===== src/rtl/minisys_pkg.sv =====
// Shared MiniSys-1 definitions: register numbers, instruction field slices
// and the writeback-stage state encoding.
package minisys_pkg;

    // Architectural register numbers with special meaning.
    localparam logic [4:0] REG_RA   = 5'd31;
    localparam logic [4:0] REG_ZERO = 5'd0;

    // Instruction word field positions.
    localparam int RT_HI = 20;
    localparam int RT_LO = 16;
    localparam int RD_HI = 15;
    localparam int RD_LO = 11;

    // Writeback stage states: IDLE accepts work, MEM waits on a load.
    typedef enum logic {
        IDLE = 1'b0,
        MEM  = 1'b1
    } wb_state_t;

endpackage


===== src/rtl/writeback_unit32.sv =====
// Writeback/commit stage for MiniSys-1: accepts one executed instruction at a
// time, performs the load read (with timeout) when needed, and drives a single
// registered write into the decode-stage register file.
module writeback_unit32
    import minisys_pkg::*;
#(
    parameter int          TIMEOUT      = 255,
    parameter logic [31:0] TIMEOUT_DATA = 32'h0000_0000
) (
    input  logic        clock,
    input  logic        reset,

    input  logic        in_valid,
    output logic        in_ready,
    input  logic [31:0] in_instruction,
    input  logic        in_regwrite,
    input  logic        in_memtoreg,
    input  logic        in_jal,
    input  logic        in_regdst,
    input  logic [31:0] in_alu_result,
    input  logic [31:0] in_pcplus4,

    output logic        mem_req,
    output logic [31:0] mem_addr,
    input  logic        mem_ack,
    input  logic [31:0] mem_rdata,

    output logic        rf_we,
    output logic [4:0]  rf_waddr,
    output logic [31:0] rf_wdata,

    output logic        busy,
    output logic        err
);

    localparam int                CNT_W    = $clog2(TIMEOUT + 1);
    localparam logic [CNT_W-1:0]  CNT_LAST = CNT_W'(TIMEOUT - 1);

    wb_state_t         state_q,    state_d;
    logic [CNT_W-1:0]  cnt_q,      cnt_d;
    logic              mem_req_q,  mem_req_d;
    logic [31:0]       mem_addr_q, mem_addr_d;
    logic              rf_we_q,    rf_we_d;
    logic [4:0]        rf_waddr_q, rf_waddr_d;
    logic [31:0]       rf_wdata_q, rf_wdata_d;
    logic [4:0]        dest_q,     dest_d;
    logic              err_q,      err_d;

    logic              accept;
    logic              is_load;
    logic [4:0]        dest;

    // Opcode/funct/rs bits are decoded upstream; only rt and rd matter here.
    logic unused_instr_bits;
    assign unused_instr_bits = ^{in_instruction[31:21], in_instruction[10:0]};

    // Handshake and status come straight from the state register only.
    assign in_ready = (state_q == IDLE);
    assign busy     = (state_q == MEM);
    assign accept   = in_valid && in_ready;

    // Destination select and load detection, mirroring the decode-stage mux.
    assign dest    = in_jal    ? REG_RA
                   : in_regdst ? in_instruction[RD_HI:RD_LO]
                   :             in_instruction[RT_HI:RT_LO];
    assign is_load = in_memtoreg && in_regwrite && !in_jal;

    // Next-state and next-output logic for the IDLE/MEM sequencer.
    always_comb begin
        // NOTE: every _d gets a default first so no path leaves it unassigned,
        // which would otherwise infer a latch.
        state_d    = state_q;
        cnt_d      = cnt_q;
        mem_req_d  = mem_req_q;
        mem_addr_d = mem_addr_q;
        rf_we_d    = 1'b0;
        rf_waddr_d = rf_waddr_q;
        rf_wdata_d = rf_wdata_q;
        dest_d     = dest_q;
        err_d      = err_q;

        unique case (state_q)
            IDLE: begin
                // mem_ack is deliberately ignored here.
                if (accept) begin
                    dest_d = dest;
                    if (is_load) begin
                        mem_req_d  = 1'b1;
                        mem_addr_d = in_alu_result;
                        cnt_d      = '0;
                        state_d    = MEM;
                    end else begin
                        rf_we_d    = in_regwrite && (dest != REG_ZERO);
                        rf_waddr_d = dest;
                        rf_wdata_d = in_jal ? in_pcplus4 : in_alu_result;
                    end
                end
            end

            MEM: begin
                // Ack takes priority over the timeout on the final cycle.
                if (mem_ack) begin
                    mem_req_d  = 1'b0;
                    rf_we_d    = (dest_q != REG_ZERO);
                    rf_waddr_d = dest_q;
                    rf_wdata_d = mem_rdata;
                    state_d    = IDLE;
                end else if (cnt_q == CNT_LAST) begin
                    mem_req_d  = 1'b0;
                    rf_we_d    = (dest_q != REG_ZERO);
                    rf_waddr_d = dest_q;
                    rf_wdata_d = TIMEOUT_DATA;
                    err_d      = 1'b1;
                    state_d    = IDLE;
                end else begin
                    cnt_d = cnt_q + 1'b1;
                end
            end

            default: state_d = IDLE;
        endcase
    end

    // State and output registers with synchronous reset.
    always_ff @(posedge clock) begin
        // NOTE: sequential state uses non-blocking assignments so every flop
        // samples the pre-edge values regardless of statement order.
        if (reset) begin
            state_q    <= IDLE;
            cnt_q      <= '0;
            mem_req_q  <= 1'b0;
            mem_addr_q <= '0;
            rf_we_q    <= 1'b0;
            rf_waddr_q <= '0;
            rf_wdata_q <= '0;
            dest_q     <= '0;
            err_q      <= 1'b0;
        end else begin
            state_q    <= state_d;
            cnt_q      <= cnt_d;
            mem_req_q  <= mem_req_d;
            mem_addr_q <= mem_addr_d;
            rf_we_q    <= rf_we_d;
            rf_waddr_q <= rf_waddr_d;
            rf_wdata_q <= rf_wdata_d;
            dest_q     <= dest_d;
            err_q      <= err_d;
        end
    end

    assign mem_req  = mem_req_q;
    assign mem_addr = mem_addr_q;
    assign rf_we    = rf_we_q;
    assign rf_waddr = rf_waddr_q;
    assign rf_wdata = rf_wdata_q;
    assign err      = err_q;

endmodule


===== config.mk =====
export PLATFORM = sky130hd
export DESIGN_NAME = writeback_unit32
export DESIGN_NICKNAME = d
export VERILOG_FILES = /design/src/rtl/minisys_pkg.sv /design/src/rtl/writeback_unit32.sv
export SDC_FILE = /design/constraint.sdc
export NUM_CORES = 1
export LEC_CHECK = 0
export ABC_AREA = 1
export CORE_MARGIN = 2
export CORE_UTILIZATION = 44
export CTS_CLUSTER_DIAMETER = 100
export CTS_CLUSTER_SIZE = 25
export DETAILED_ROUTE_END_ITERATION = 8
export PLACE_DENSITY_LB_ADDON = 0.2
export RECOVER_POWER = 50
export SKIP_LAST_GASP = 1
export SLEW_MARGIN = 20
export SYNTH_ARGS = -nofsm -noshare
export SYNTH_HDL_FRONTEND = slang
export SYNTH_SLANG_ARGS = --single-unit

===== constraint.sdc =====
create_clock -name clock -period 4.8 [get_ports clock]
set_clock_uncertainty 0.05 [all_clocks]
set_input_delay 1.2 -clock clock [delete_from_list [all_inputs] [get_ports clock]]
set_output_delay 1.2 -clock clock [all_outputs]
set_load 0.03 [all_outputs]

==> impl_metrics.tcl <==
set metrics [dict create \
    cts_sinks 86 \
    fp.dieH_um 102 \
    power.ir.vdd_worst_v 0.000182 \
    antenna_fix_cells 0 \
    dominantRegCellSynth "sky130_fd_sc_hd__dfxtp_1" \
    cts.path.max_buffers 2 \
    synthDominantAreaCellType "sky130_fd_sc_hd__dfxtp_1" \
    setup_repair_after_global_routing_missed_its_margin "false" \
    synthXorXnorAreaFrac 0.00415 \
    min_period_ns 4.05 \
    clock_insertion_delay_worst_skew_ns 0.35 \
    initial_core_util 0.454 \
    synth.top_cells.by_area "sky130_fd_sc_hd__dfxtp_1 (41%), sky130_fd_sc_hd__nor2_1 (15%), sky130_fd_sc_hd__nand2_1 (12%)" \
    place_ws_ns 0.892 \
    pin_slew_with_the_least_headroom_to_its_limit_ns 2.03 \
    run_status "finished with violations" \
    globalRouteMet1Util 0.298 \
    min_path_type "flop to flop" \
    drive_gt1_frac 0.0425 \
    fin_hold_ws_ns 0.433 \
    fmax_mhz 247 \
    yosys.area_share.adder 0.00593 \
    routed_wire_length_per_instance_um 14.4 \
    worst_setup_path_start_kind "primary input" \
    total_power_mw 1.70 \
    die-area_sq_um 10400 \
    grt_max_degree 60 \
    slew-limit-headroom -0.354 \
    number_of_input_and_output_port_buffers_inserted 187 \
    synth_warnings 0 \
    timing.critical_path.arrival_ns 4.24 \
    setup_viol 0 \
    synth.ff_latch_count 86 \
    cts.reportedPaths.clkPinSlew_ns 0.09 \
    maxcap_viol_count 2 \
    post_cts_repair_setup_buffers 0 \
    io-pin-count 210 \
    post_cts.resized_instances 0 \
    cellLeakagePower_nw 2.89 \
    cts_made_buffers 9 \
    core-area_sq_um 9280 \
    final_design_instance_area_without_fill_sq_um 6250 \
    cts-root-buf "sky130_fd_sc_hd__clkbuf_8" \
    fp-row-count 35 \
    holdBufCountCts 0 \
    critPathCaptureType "flop" \
    synthesis.area_sq_um 4220 \
    main_combinational_cell_family_by_area_after_synthesis "simple AND/OR/NAND/NOR gates" \
    final_period_util 0.844 \
    fin_setup_tns_ns 0 \
    antenna_found_initial 0 \
    hpwl_mm 9.28 \
    floorplan.die.width_um 102 \
    worst-setup-path-type "primary input to flop" \
    postSynthCellCount 634 \
    synth_edf_count 0 \
    clock_tree_from_tritoncts "yes" \
    routed_via_density 5.08 \
    share_of_flip_flops_with_an_asynchronous_set_or_reset_after_synthesis 0 \
    post_dp_cell_area_sq_um 6070 \
    met2_global_route_usage 0.459 \
    globalRouteOverflowTotal 0 \
    grt_usage 0.255 \
    postSynthAreaPerCell_sq_um 6.65 \
    vias 4719 \
    timing_max_transition_violations_final 83 \
    syn2layout_area_growth_pct 48.3 \
    ant_nets 0 \
    post_layout_nonfiller_instances 929 \
    grt_use_met3 0.0568 \
    post-route-util 0.674 \
    routabilityCongestion 0.833 \
    finalWorstSetupSlack_ns 0.748 \
    synth_compound_area_frac 0.174 \
    powerDensity_nw_per_um2 271 \
    dp.cells 913 \
    drt_pass1_iterations 5 \
    wire_length_of_the_first_global_routing_pass_mm 21.0 \
    worst-path-max-fanout 42 \
    number_of_global_route_vias_before_repair 4531 \
    remaining_drc_errors 0 \
    final_hold_viol_count 0 \
    detail_route.wirelength_mm 13.4 \
    synth.lib_cells_used.distinct 27 \
    h-tree-depth 3 \
    synth.top_cell.area_share 0.408 \
    first_iter_violations 200 \
    synth-simple-area-share 0.334 \
    synth_sequential_area_ratio 0.408 \
    mappedNetlistNets 772 \
    failing_checks "capacitance limit, slew limit" \
    cp_data_required_time_ns 4.99 \
    design.final.nets 933 \
    top_usage_layer "met2" \
    post_synth_mux_area_share 0 \
]
cell usage after synthesis, types with 3 or more instances:
master                     number
sky130_fd_sc_hd__nand2_2        4
sky130_fd_sc_hd__a21oi_1       11
sky130_fd_sc_hd__inv_2          4
sky130_fd_sc_hd__a211oi_1       4
sky130_fd_sc_hd__nand2_1      132
sky130_fd_sc_hd__buf_6          3
sky130_fd_sc_hd__dfxtp_1       86
sky130_fd_sc_hd__o21ai_0       57
sky130_fd_sc_hd__buf_2         17
sky130_fd_sc_hd__o21ai_1       21
sky130_fd_sc_hd__buf_4          5
sky130_fd_sc_hd__nand3_1       46
sky130_fd_sc_hd__inv_1         18
sky130_fd_sc_hd__o211ai_1       4
sky130_fd_sc_hd__a21o_1        28
sky130_fd_sc_hd__clkbuf_1      16
sky130_fd_sc_hd__nor2_1       163
flip-flops by register name (all words and copies together) (netlist names):
| register | flops |
|---|---|
| busy | 1 |
| rf_wdata | 32 |
| err | 1 |
| mem_req | 1 |
| dest_q | 5 |
| mem_addr | 32 |
| cnt_q | 8 |
| rf_waddr | 5 |
| rf_we | 1 |
path summary, 6_finish.rpt:
kind / depth (start not counted) / to / slack (ns) / from
max: 8 / rf_waddr[1] / 0.75 / in_jal
min: 2 / dest_q[0] / 0.43 / dest_q[0]
max reg2reg: 8 / cnt_q[5] / 2.01 / busy
min reg2reg: 2 / dest_q[0] / 0.43 / dest_q[0]
critical path, cell delays in order:
cell,delay [ns]
sky130_fd_sc_hd__dlygate4sd3_1,0.61
sky130_fd_sc_hd__inv_2,0.09
sky130_fd_sc_hd__clkbuf_1,1.45
sky130_fd_sc_hd__nand3_1,0.38
sky130_fd_sc_hd__nand2_1,0.14
sky130_fd_sc_hd__o21ai_0,0.11
sky130_fd_sc_hd__o21ai_0,0.19
sky130_fd_sc_hd__nor2_1,0.06
logic make-up (layout without fill, tap and decap cells):
kind of cell               Yosys count  count (layout)
and+or+nand+nor                    351             351
xor gates and xnor gates             2               2
AOI/OAI and AO/OA                  127             127
DFF                                 86              86
buffers and inverters               66             232
adders and majority gates            2               2
placed cells by master (no fill, tap or decap), types with 9 or more instances in the layout:
cell type                           n
sky130_fd_sc_hd__a21o_1            28
sky130_fd_sc_hd__a21oi_1           11
sky130_fd_sc_hd__clkbuf_8           9
sky130_fd_sc_hd__clkdlybuf4s50_1  114
sky130_fd_sc_hd__dfxtp_1           85
sky130_fd_sc_hd__dlygate4sd3_1     73
sky130_fd_sc_hd__inv_1             17
sky130_fd_sc_hd__nand2_1          132
sky130_fd_sc_hd__nand3_1           46
sky130_fd_sc_hd__nor2_1           164
sky130_fd_sc_hd__o21ai_0           57
sky130_fd_sc_hd__o21ai_1           21
cell type report:
type	instances	area, sq um
Clock buffer	9	124
Clock inverter	7	73.8
Fill cell	844	3030
Inverter	23	87.6
Multi-Input combinational cell	482	2180
Sequential cell	86	1720
Tap cell	129	161
Timing Repair Buffer	193	1910
power breakdown:
group	switching (mW)	leakage [nW]	internal, mW
logic	0.224	2.08	0.186
clock network	0.270	0.0996	0.243
registers	0.0195	0.707	0.755
total	0.514	2.89	1.18
routing by layer:
metal / up-vias / share of wire
li1: 2360 / -
met5: - / 0
met2: 164 / 0.48
met3: 17 / 0.068
met1: 2178 / 0.43
met4: 0 / 0.018
Power figures use the tool's default switching activity.
